## src/rtl/gpr_ctrl.sv

```systemverilog
// rtl/gpr_ctrl.sv - register-file ALU command controller (IDLE/READ/EXEC/WRITE); optional saturation via GPR_CTRL_SAT_EN
module gpr_ctrl #(
    parameter int DW = 8,
    parameter int AW = 2
) (
    input  logic          clk,
    input  logic          reset,
    input  logic          cmd_valid,
    output logic          cmd_ready,
    input  logic [1:0]    cmd_op,
    input  logic [AW-1:0] cmd_rd,
    input  logic [AW-1:0] cmd_rs1,
    input  logic [AW-1:0] cmd_rs2,
    output logic          rf_read_en,
    output logic [AW-1:0] rf_raddr1,
    output logic [AW-1:0] rf_raddr2,
    input  logic [DW-1:0] rf_rdata1,
    input  logic [DW-1:0] rf_rdata2,
    output logic          rf_we,
    output logic [AW-1:0] rf_waddr,
    output logic [DW-1:0] rf_wdata,
    output logic          done,
    output logic [DW-1:0] result,
    output logic          flag_z,
    output logic          flag_c
);

    typedef enum logic [1:0] {IDLE, READ, EXEC, WRITE} state_t;

    localparam logic [1:0] OP_ADD = 2'b00;
    localparam logic [1:0] OP_SUB = 2'b01;
    localparam logic [1:0] OP_AND = 2'b10;

    state_t        state, state_nxt;
    logic [1:0]    op_q;
    logic [DW-1:0] a_q, b_q;
    logic          accept;
    logic [DW:0]   sum, diff;
    logic [DW-1:0] alu_res;
    logic          alu_c;

    // Strobes are gated by reset so an abort in WRITE never reaches the register file.
    assign cmd_ready  = !reset && (state == IDLE);
    assign rf_read_en = !reset && (state == READ);
    assign rf_we      = !reset && (state == WRITE);
    assign done       = !reset && (state == WRITE);
    assign rf_wdata   = result;
    assign accept     = cmd_valid && cmd_ready;

    always_comb begin
        state_nxt = state;
        case (state)
            IDLE:    if (accept) state_nxt = READ;
            READ:    state_nxt = EXEC;
            EXEC:    state_nxt = WRITE;
            WRITE:   state_nxt = IDLE;
            default: state_nxt = IDLE;
        endcase
    end

    always_comb begin
        sum     = {1'b0, a_q} + {1'b0, b_q};
        diff    = {1'b0, a_q} - {1'b0, b_q};
        alu_res = a_q;
        alu_c   = 1'b0;
        case (op_q)
            OP_ADD: begin
                alu_res = sum[DW-1:0];
                alu_c   = sum[DW];
`ifdef GPR_CTRL_SAT_EN
                if (sum[DW]) alu_res = '1;
`endif
            end
            OP_SUB: begin
                alu_res = diff[DW-1:0];
                alu_c   = diff[DW];
`ifdef GPR_CTRL_SAT_EN
                if (diff[DW]) alu_res = '0;
`endif
            end
            OP_AND:  alu_res = a_q & b_q;
            default: alu_res = a_q;
        endcase
    end

    // The latched rs1/rs2/rd double as the read/write address registers.
    always_ff @(posedge clk) begin
        if (reset) begin
            state     <= IDLE;
            op_q      <= '0;
            a_q       <= '0;
            b_q       <= '0;
            rf_raddr1 <= '0;
            rf_raddr2 <= '0;
            rf_waddr  <= '0;
            result    <= '0;
            flag_z    <= 1'b0;
            flag_c    <= 1'b0;
        end else begin
            state <= state_nxt;
            if (accept) begin
                op_q      <= cmd_op;
                rf_raddr1 <= cmd_rs1;
                rf_raddr2 <= cmd_rs2;
                rf_waddr  <= cmd_rd;
            end
            if (state == READ) begin
                a_q <= rf_rdata1;
                b_q <= rf_rdata2;
            end
            if (state == EXEC) begin
                result <= alu_res;
                flag_z <= (alu_res == '0);
                flag_c <= alu_c;
            end
        end
    end

endmodule

```

## config.mk

```make
export PLATFORM = sky130hd
export DESIGN_NAME = gpr_ctrl
export DESIGN_NICKNAME = d
export VERILOG_FILES = /design/src/rtl/gpr_ctrl.sv
export SDC_FILE = /design/constraint.sdc
export NUM_CORES = 1
export LEC_CHECK = 0
export ABC_AREA = 1
export BUFFER_PORTS_ARGS = -buffer_cell sky130_fd_sc_hd__buf_4
export CORE_MARGIN = 4
export CORE_UTILIZATION = 40
export DETAILED_ROUTE_END_ITERATION = 12
export PLACE_DENSITY = 0.59
export SYNTH_ARGS = -nofsm -noshare
export SYNTH_HDL_FRONTEND = slang
export SYNTH_SLANG_ARGS = --single-unit
```

## constraint.sdc

```tcl
create_clock -name clk -period 4.15 [get_ports clk]
set_clock_uncertainty 0.2 [all_clocks]
set_input_delay 0.83 -clock clk [delete_from_list [all_inputs] [get_ports clk]]
set_output_delay 0.83 -clock clk [all_outputs]
set_load 0.005 [all_outputs]
```

==> results.py, run 1 <==
metrics = {
    "floorplan": {
        "ios": 55,
        "initial_core_util_pct": 41.92,
        "std_cell_rows": 27,
        "core_area_um2": 5608,
        "dieArea_um2": 7168,
        "dieHeight_um": 84.67,
        "die_w_um": 84.67,
    },
    "worst_setup_path": {
        "r2r_slack_ps": 1860,
        "cp_cell_sequence": "inv_1, ha_1, clkinv_1, nor2_1, buf_4",
        "worstPathArrival_ps": 1370,
        "worst_path_largest_cell_delay_ps": 330,
        "critical_path_class": "reg -> out",
        "cp-start-kind": "flop",
        "cp_num_buf_inv": 3,
        "endpoint_kind": "output pin",
        "crit_family": "buffers and inverters",
        "cp.required_ps": 3120,
        "slowest_stage": "dfxtp_1",
        "path_max_fanout": 7,
    },
    "clocking": {
        "cts_tree": "built",
        "clk_pin_slew_ps": 80,
        "numCtsBuffers": 5,
        "cts_num_sinks": 36,
        "clk_latency_ps": 290,
        "post_cts_resized": 0,
        "h-tree-depth": 2,
        "cts_setup_buffers": 0,
        "root_buffer": "clkbuf_8",
        "cts_hold_buffers": 0,
        "clk_path_buf_depth": 2,
    },
    "drt": {
        "dr.first_iter.drc_count": 139,
        "drc": 0,
        "num_vias": 2290,
        "drtAntennaViolNets": 0,
        "first_pass_iters": 4,
        "routed_wirelength_um": 6071,
        "post_drt_wl_per_cell_um": 13.08,
        "viasPerCell": 4.935,
    },
    "cells_and_area": {
        "antennaDiodeCount": 0,
        "design_area_um2": 2836,
        "area_delta_synth_final_pct": 20.65,
        "mostFrequentLayoutCells": "nand2_1, buf_4, inv_1",
        "final_common_cell": "nand2_1",
        "nets": 442,
        "drive_above_1_share_pct": 18.88,
    },
    "flow_run": {
        "drv_cap": 0,
    },
    "synth": {
        "synthCells": 348,
        "yosysSeqAreaShare_pct": 30.65,
        "syn_area_per_cell_um2": 6.756,
        "yosys_warnings": 0,
        "synth.distinct_cells": 28,
        "synth_area_um2": 2351,
        "synth-seq-cells": 36,
        "synth_nets": 399,
    },
    "sta": {
        "slew_headroom_pct": 39.76,
        "fmax_mhz": 416.6,
        "hold_violations": 0,
        "tightest_slew_ps": 902.6,
        "setup_violations": 0,
        "period_share_pct": 57.84,
        "rsz0062_at_grt": "no",
        "fin_crit_ps": 2400,
        "fin_tns_setup_ps": 0,
        "slew_viol_final": 0,
    },
    "grt": {
        "grt.overflow.total": 0,
        "gr-usage-all-layers_pct": 17.29,
        "grt_pass1_vias": 2171,
        "antenna_found_initial": 0,
        "grt_start_max_net_pins": 35,
        "grt_pass1_wl_um": 10250,
    },
    "placed_design": {
        "port_buffers": 54,
        "postPlaceCellArea_um2": 2743,
        "place.gp.congestion": 0.8897,
        "hpwlAfterDp_um": 4752,
    },
    "run_status": {
        "outcome": "finished, final reports clean",
    },
    "power_and_ir_drop": {
        "powerDensity_nw_per_um2": 669.2,
        "vdd_ir_drop_max_uv": 356.2,
        "p_leak_uw": 0.001428,
    },
    "min_path": {
        "min_path_type": "reg -> reg",
    },
}
## stage by stage
stage	utilization (%)	instances	power (uW)	worst slack, ps	hold WS [ps]
2_1_floorplan	-	348	1331	1981	255.4
3_3_place_gp	48.91	456	1640	1842	254.2
3_5_place_dp	48.91	456	1644	1827	260.4
4_1_cts	50.58	464	1914	1734	271.9
5_1_grt	50.58	464	2096	1609	289.4
6_report	50.58	464	1898	1750	269.4
## Yosys cell counts
cell | count | area [um2]
a211oi_1 | 1 | 7.510
a211oi_2 | 1 | 12.51
a21oi_1 | 24 | 120.1
a21oi_2 | 1 | 8.760
a21oi_4 | 1 | 16.27
a31oi_1 | 1 | 6.260
and2_1 | 1 | 6.260
buf_2 | 2 | 10.01
buf_4 | 11 | 82.58
clkbuf_1 | 7 | 26.28
clkinv_1 | 1 | 3.750
dfxtp_1 | 36 | 720.7
fa_1 | 2 | 40.04
ha_1 | 22 | 275.3
inv_1 | 39 | 146.4
inv_2 | 5 | 18.77
nand2_1 | 71 | 266.5
nand2_2 | 1 | 6.260
nand3_1 | 38 | 190.2
nand4_1 | 5 | 31.28
nor2_1 | 35 | 131.4
nor2_2 | 2 | 12.51
nor3_1 | 2 | 10.01
o211ai_1 | 1 | 7.510
o21ai_0 | 34 | 170.2
o21ai_1 | 2 | 10.01
o21bai_1 | 1 | 7.510
or2_1 | 1 | 6.260
## cells by family after synthesis
kind of cell               Yosys count  synth area share (%)
DFF                                 36                 30.65
and+or+nand+nor                    156                 28.10
buffers and inverters               65                 12.24
adders and majority gates           24                 13.41
AOI/OAI and AO/OA                   67                 15.59
## layer usage
layer	global-route usage, %	vias to the layer above	wire (um)
li1	-	1205	-
met2	28.54	53	2872
met4	3.453	0	27
met1	22.90	1028	2843
met3	4.318	4	327
met5	0	-	0
## worst min-delay path, stage by stage (launching register included)
cell and delay (ps):
dfxtp_1 310, nand3_1 70, nand2_1 50
## report_power, final
group	switching, uW	total, uW	internal (uW)
combinational	661	1080	423
sequential	93.0	548	455
clock	131	266	135
total	884	1900	1010
## sequential cells by signal, indices dropped and copies added, names as in the netlist
| register | cells |
|---|---|
| op_q | 2 |
| flag_c | 1 |
| a_q | 8 |
| rf_raddr2 | 2 |
| flag_z | 1 |
| rf_raddr1 | 2 |
| result | 8 |
| b_q | 8 |
| state | 2 |
| rf_waddr | 2 |
## layout make-up
class | instances | area (um2)
inverter | 45 | 168.9
sequential | 36 | 720.7
tap | 72 | 90.09
clock inverter | 1 | 7.507
clock buffer | 7 | 86.33
timing repair buffer | 56 | 420.4
fill | 611 | 2771
multi-input combinational | 247 | 1343
## final timing paths
kind / start / end / cells past startpoint
hold / removal: rf_raddr2[1] / rf_raddr2[1] / 2
setup / recovery: state[1] / rf_read_en / 5
hold reg to reg: rf_raddr2[1] / rf_raddr2[1] / 2
setup reg to reg: a_q[0] / flag_z / 13
Note: power is estimated with default switching activity, not from simulation.
==> inputs of run 2 (changes only) <==
==> constraint.sdc (replaced) <==
create_clock -name clk -period 2.45 [get_ports clk]
set_clock_uncertainty 0.2 [all_clocks]
set_input_delay 0.49 -clock clk [delete_from_list [all_inputs] [get_ports clk]]
set_output_delay 0.49 -clock clk [all_outputs]
set_load 0.005 [all_outputs]
==> results.py, run 2 (synthesized netlist as in run 1, its figures left out) <==
metrics = {
    "run_status": {
        "outcome": "finished, final reports clean",
    },
    "power_and_ir_drop": {
        "swShare_pct": 46.57,
        "sequentialPowerShare_pct": 28.6,
        "powerDensity_nw_per_um2": 1129,
        "p_int_uw": 1729,
        "power.switching_uw": 1507,
        "p_comb_share_pct": 57.3,
        "p_clk_share_pct": 14.2,
        "p_leak_uw": 0.001448,
        "vdd_ir_drop_max_uv": 636.0,
    },
    "clocking": {
        "cts_num_sinks": 36,
        "root_buffer": "clkbuf_8",
        "numCtsBuffers": 5,
        "clk_pin_slew_ps": 80,
        "cts_setup_buffers": 0,
        "post_cts_resized": 0,
        "clk_latency_ps": 290,
        "cts_hold_buffers": 0,
        "cts_tree": "built",
        "h-tree-depth": 2,
        "clk_path_buf_depth": 2,
    },
    "sta": {
        "fin_tns_setup_ps": 0,
        "setup_violations": 0,
        "fmax_mhz": 445.3,
        "fin_crit_ps": 2245,
        "slew_viol_final": 0,
        "slew_headroom_pct": 72.52,
        "tightest_slew_ps": 411.6,
        "rsz0062_at_grt": "no",
        "period_share_pct": 91.65,
        "hold_violations": 0,
    },
    "grt": {
        "grt_start_max_net_pins": 27,
        "grt_pass1_vias": 2248,
        "grt.overflow.total": 0,
        "grt_pass1_wl_um": 10350,
        "gr-usage-all-layers_pct": 17.80,
        "antenna_found_initial": 0,
    },
    "worst_setup_path": {
        "cp.required_ps": 2490,
        "path_max_fanout": 4,
        "endpoint_kind": "flop",
        "worstPathArrival_ps": 2280,
        "cp-start-kind": "flop",
        "critical_path_class": "reg -> reg",
    },
    "cells_and_area": {
        "mostFrequentLayoutCells": "nand2_1, buf_4, inv_1",
        "final_common_cell": "nand2_1",
        "largest_registers": "a_q: 8 flops, b_q: 8 flops, result: 8 flops",
        "fillers": 599,
        "area_delta_synth_final_pct": 21.93,
        "nets": 446,
        "final_cells": 468,
        "drive_above_1_share_pct": 19.70,
        "antennaDiodeCount": 0,
    },
    "floorplan": {
        "dieArea_um2": 7168,
        "initial_core_util_pct": 41.92,
        "std_cell_rows": 27,
        "core_area_um2": 5608,
        "die_w_um": 84.67,
        "ios": 55,
        "dieHeight_um": 84.67,
    },
    "placed_design": {
        "port_buffers": 54,
        "hpwlAfterDp_um": 4930,
        "place.gp.congestion": 0.9440,
        "dp_cells": 460,
    },
    "drt": {
        "routed_wirelength_um": 6255,
        "viasPerCell": 4.962,
        "drtAntennaViolNets": 0,
        "dr.first_iter.drc_count": 130,
        "num_vias": 2322,
        "first_pass_iters": 4,
        "post_drt_wl_per_cell_um": 13.37,
        "drc": 0,
    },
    "min_path": {
        "min_path_type": "in -> reg",
    },
    "flow_run": {
        "drv_cap": 0,
    },
}
==> run 2: changes by cell type in the layout (fill, tap and decap cells not counted), sizes merged <==
cell  previous run  this run
buf             56        60
==> run 2: worst paths after layout <==
| check | startpoint | end | slack (ps) | cells after the start |
|---|---|---|---|---|
| hold reg to reg | rf_raddr2[1] | rf_raddr2[1] | 270 | 2 |
| setup / recovery | a_q[0] | flag_z | 200 | 13 |
| setup reg to reg | a_q[0] | flag_z | 200 | 13 |
| hold / removal | cmd_rs2[0] | rf_raddr2[0] | 190 | 3 |
==> run 2: cell type report <==
type	count	area, um2	share of cell area (%)
Clock inverter	1	7.507	0.2619
Tap cell	72	90.09	3.143
Sequential cell	36	720.7	25.14
Timing Repair Buffer	60	450.4	15.71
Clock buffer	7	86.33	3.012
Inverter	45	168.9	5.893
Multi-Input combinational cell	247	1343	46.84
==> run 2: power groups by stage <==
stage	registers [uW]	logic, uW	clock network (uW)
after floorplan	904	1350	0
after global placement	936	1850	0
after detailed placement	937	1860	0
after CTS	927	1870	474
after global routing	956	2110	496
final	925	1850	458
==> run 2: critical path: stages (launching register included) <==
cell and delay (ps):
dfxtp_1 340, inv_1 80, ha_1 200, inv_1 60, fa_1 400, o21ai_0 150, o211ai_1 100, o21ai_1 100
nand2_1 80, nor2_1 120, nand3_1 90, nor2_1 100, nand2_1 70, a21oi_2 100
==> run 2: through the flow <==
stage               setup slack, ps  hold slack [ps]  total power (uW)  instance area (um2)  utilization (%)
floorplan                     401.2            255.4              2254                 2351                -
global placement              263.2            251.9              2786                 2773            49.44
detailed placement            214.0            255.7              2800                 2773            49.44
CTS                           205.7            181.2              3269                 2867            51.12
global route                  4.940            191.5              3559                 2867            51.12
finish                        204.6            191.1              3236                 2867            51.12
==> run 2: layer usage <==
| metal | wire length (um) | GRT usage [%] | up-vias |
|---|---|---|---|
| met5 | 0 | 0 | - |
| met3 | 455 | 3.631 | 8 |
| met1 | 2770 | 22.31 | 1031 |
| met4 | 97 | 5.899 | 0 |
| li1 | - | - | 1217 |
| met2 | 2932 | 30.32 | 66 |
==> inputs of run 3 (changes only) <==
--- a/config.mk
+++ b/config.mk
@@ -11,6 +11,7 @@
 export CORE_UTILIZATION = 40
 export DETAILED_ROUTE_END_ITERATION = 12
 export PLACE_DENSITY = 0.59
+export SETUP_SLACK_MARGIN = 0.5
 export SYNTH_ARGS = -nofsm -noshare
 export SYNTH_HDL_FRONTEND = slang
 export SYNTH_SLANG_ARGS = --single-unit
==> results.py, run 3 (synthesized netlist as in run 1, its figures left out) <==
metrics = {
    "worst_setup_path": {
        "worst_path_largest_cell_delay_ps": 450,
        "endpoint_kind": "flop",
        "cp.required_ps": 2480,
        "cp_num_buf_inv": 0,
        "crit_top_cell": "nand2_1",
        "crit_family": "adder cells",
        "r2r_start": "b_q[0]",
        "worstPathArrival_ps": 2190,
        "slowest_stage": "fa_2",
        "cp_cell_sequence": "ha_2, fa_2, nand2_1, o211ai_1, o21ai_1, nand2_1, nor2_1, nand3_1, nor2_1, nand2_1, a21oi_2",
        "critical_path.startpoint": "b_q[0]",
        "cp-start-kind": "flop",
        "critical_path_class": "reg -> reg",
        "path_max_fanout": 4,
    },
    "grt": {
        "antenna_found_initial": 0,
        "busiest_layer": "met2",
        "gr-usage-all-layers_pct": 18.16,
        "use_met3_pct": 3.925,
        "grt_start_max_net_pins": 27,
        "grt_pass1_vias": 2320,
        "grt.overflow.total": 0,
        "grt_pass1_wl_um": 10710,
        "met2_usage_pct": 30.82,
        "use_met1_pct": 23.92,
    },
    "cells_and_area": {
        "largest_registers": "a_q: 8 flops, b_q: 8 flops, result: 8 flops",
        "final_common_cell": "buf_4",
        "multi_input_area_um2": 1541,
        "fillers": 566,
        "seq_area_um2": 744.5,
        "mostFrequentLayoutCells": "buf_4, nand2_1, nand3_1",
        "design_area_um2": 3202,
        "utilization_pct": 57.10,
        "antennaDiodeCount": 0,
        "nets": 460,
        "area_delta_synth_final_pct": 36.19,
        "drive_above_1_share_pct": 35.85,
    },
    "flow_run": {
        "drv_cap": 0,
    },
    "sta": {
        "period_share_pct": 88.47,
        "fin_tns_setup_ps": 0,
        "fin_crit_ps": 2168,
        "fmax_mhz": 461.4,
        "setup_violations": 0,
        "rsz0062_at_grt": "yes",
        "hold_violations": 0,
        "slew_headroom_pct": 69.19,
        "slew_viol_final": 0,
        "worst_hold_slack_ps": 196.6,
        "tightest_slew_ps": 461.5,
    },
    "power_and_ir_drop": {
        "report.power.total_uw": 3800,
        "swShare_pct": 45.73,
        "p_int_uw": 2062,
        "p_comb_share_pct": 62.3,
        "powerDensity_nw_per_um2": 1187,
        "p_leak_uw": 0.001522,
        "p_clk_share_pct": 11.9,
        "sequentialPowerShare_pct": 25.8,
        "power.switching_uw": 1738,
        "vdd_ir_drop_max_uv": 452.4,
    },
    "drt": {
        "dr.first_iter.drc_count": 126,
        "post_drt_wl_per_cell_um": 13.97,
        "num_vias": 2453,
        "drc": 0,
        "drtAntennaViolNets": 0,
        "viasPerCell": 5.089,
        "first_pass_iters": 4,
        "routed_wirelength_um": 6733,
    },
    "floorplan": {
        "dieHeight_um": 84.67,
        "initial_core_util_pct": 41.92,
        "std_cell_rows": 27,
        "dieArea_um2": 7168,
        "ios": 55,
        "die_w_um": 84.67,
        "core_area_um2": 5608,
    },
    "placed_design": {
        "hpwlAfterDp_um": 4939,
        "postPlaceCellArea_um2": 2774,
        "port_buffers": 54,
        "place.gp.congestion": 0.9751,
    },
    "clocking": {
        "clk_path_buf_depth": 2,
        "root_buffer": "clkbuf_8",
        "h-tree-depth": 2,
        "cts_tree": "built",
        "clk_pin_slew_ps": 80,
        "clk_latency_ps": 280,
        "numCtsBuffers": 5,
        "cts_num_sinks": 36,
    },
    "min_path": {
        "min_path_type": "in -> reg",
        "min_from": "cmd_rs1[0]",
    },
    "run_status": {
        "outcome": "finished, final reports clean",
    },
}
run 3: cell count changes in the layout (fill, tap and decap cells not counted), sizes merged:
cell  change
buf      +14
run 3: per-stage QoR:
stage | std cells | setup slack, ps
5_1_grt | 482 | 163.6
3_5_place_dp | 460 | 276.9
3_3_place_gp | 460 | 327.1
6_report | 482 | 282.5
2_1_floorplan | 348 | 445.4
4_1_cts | 472 | 280.1
run 3: path summary, 6_finish.rpt:
path,end,slack [ps],cells past startpoint
setup / recovery,flag_z,280,11
hold / removal,rf_raddr1[0],200,3
setup reg to reg,flag_z,280,11
hold reg to reg,rf_raddr1[1],270,2
run 3: per-layer routing:
metal / routed length (um) / share of wire, %
met1: 2971 / 44
met2: 3247 / 48
met3: 417 / 6.2
met4: 96 / 1.4
met5: 0 / 0
run 3: final cells by class:
| type | count | area share (%) |
|---|---|---|
| Sequential cell | 36 | 23.25 |
| Inverter | 45 | 5.510 |
| Clock buffer | 7 | 2.696 |
| Clock inverter | 1 | 0.2345 |
| Tap cell | 72 | 2.814 |
| Multi-Input combinational cell | 247 | 48.14 |
| Timing Repair Buffer | 74 | 17.35 |
run 3: timing repair:
item	4_1_cts	5_1_grt
pin swaps	9	27
buffers inserted	4	10
endpoints found under the setup margin	6	12
gates cloned	0	0
endpoints found under the hold margin	0	0
hold buffers	0	0
resized for setup	19	52
run 3: worst min-delay path, stage by stage:
cell,delay (ps)
buf_4,70
nand2_1,40
nand2_1,50
run 3: power groups by stage:
stage | sequential (uW) | combinational, uW | clock (uW)
floorplan | 906 | 1350 | 0
global placement | 938 | 1850 | 0
detailed placement | 941 | 1860 | 0
finish | 981 | 2370 | 452
global route | 1010 | 2650 | 482
CTS | 950 | 2010 | 467
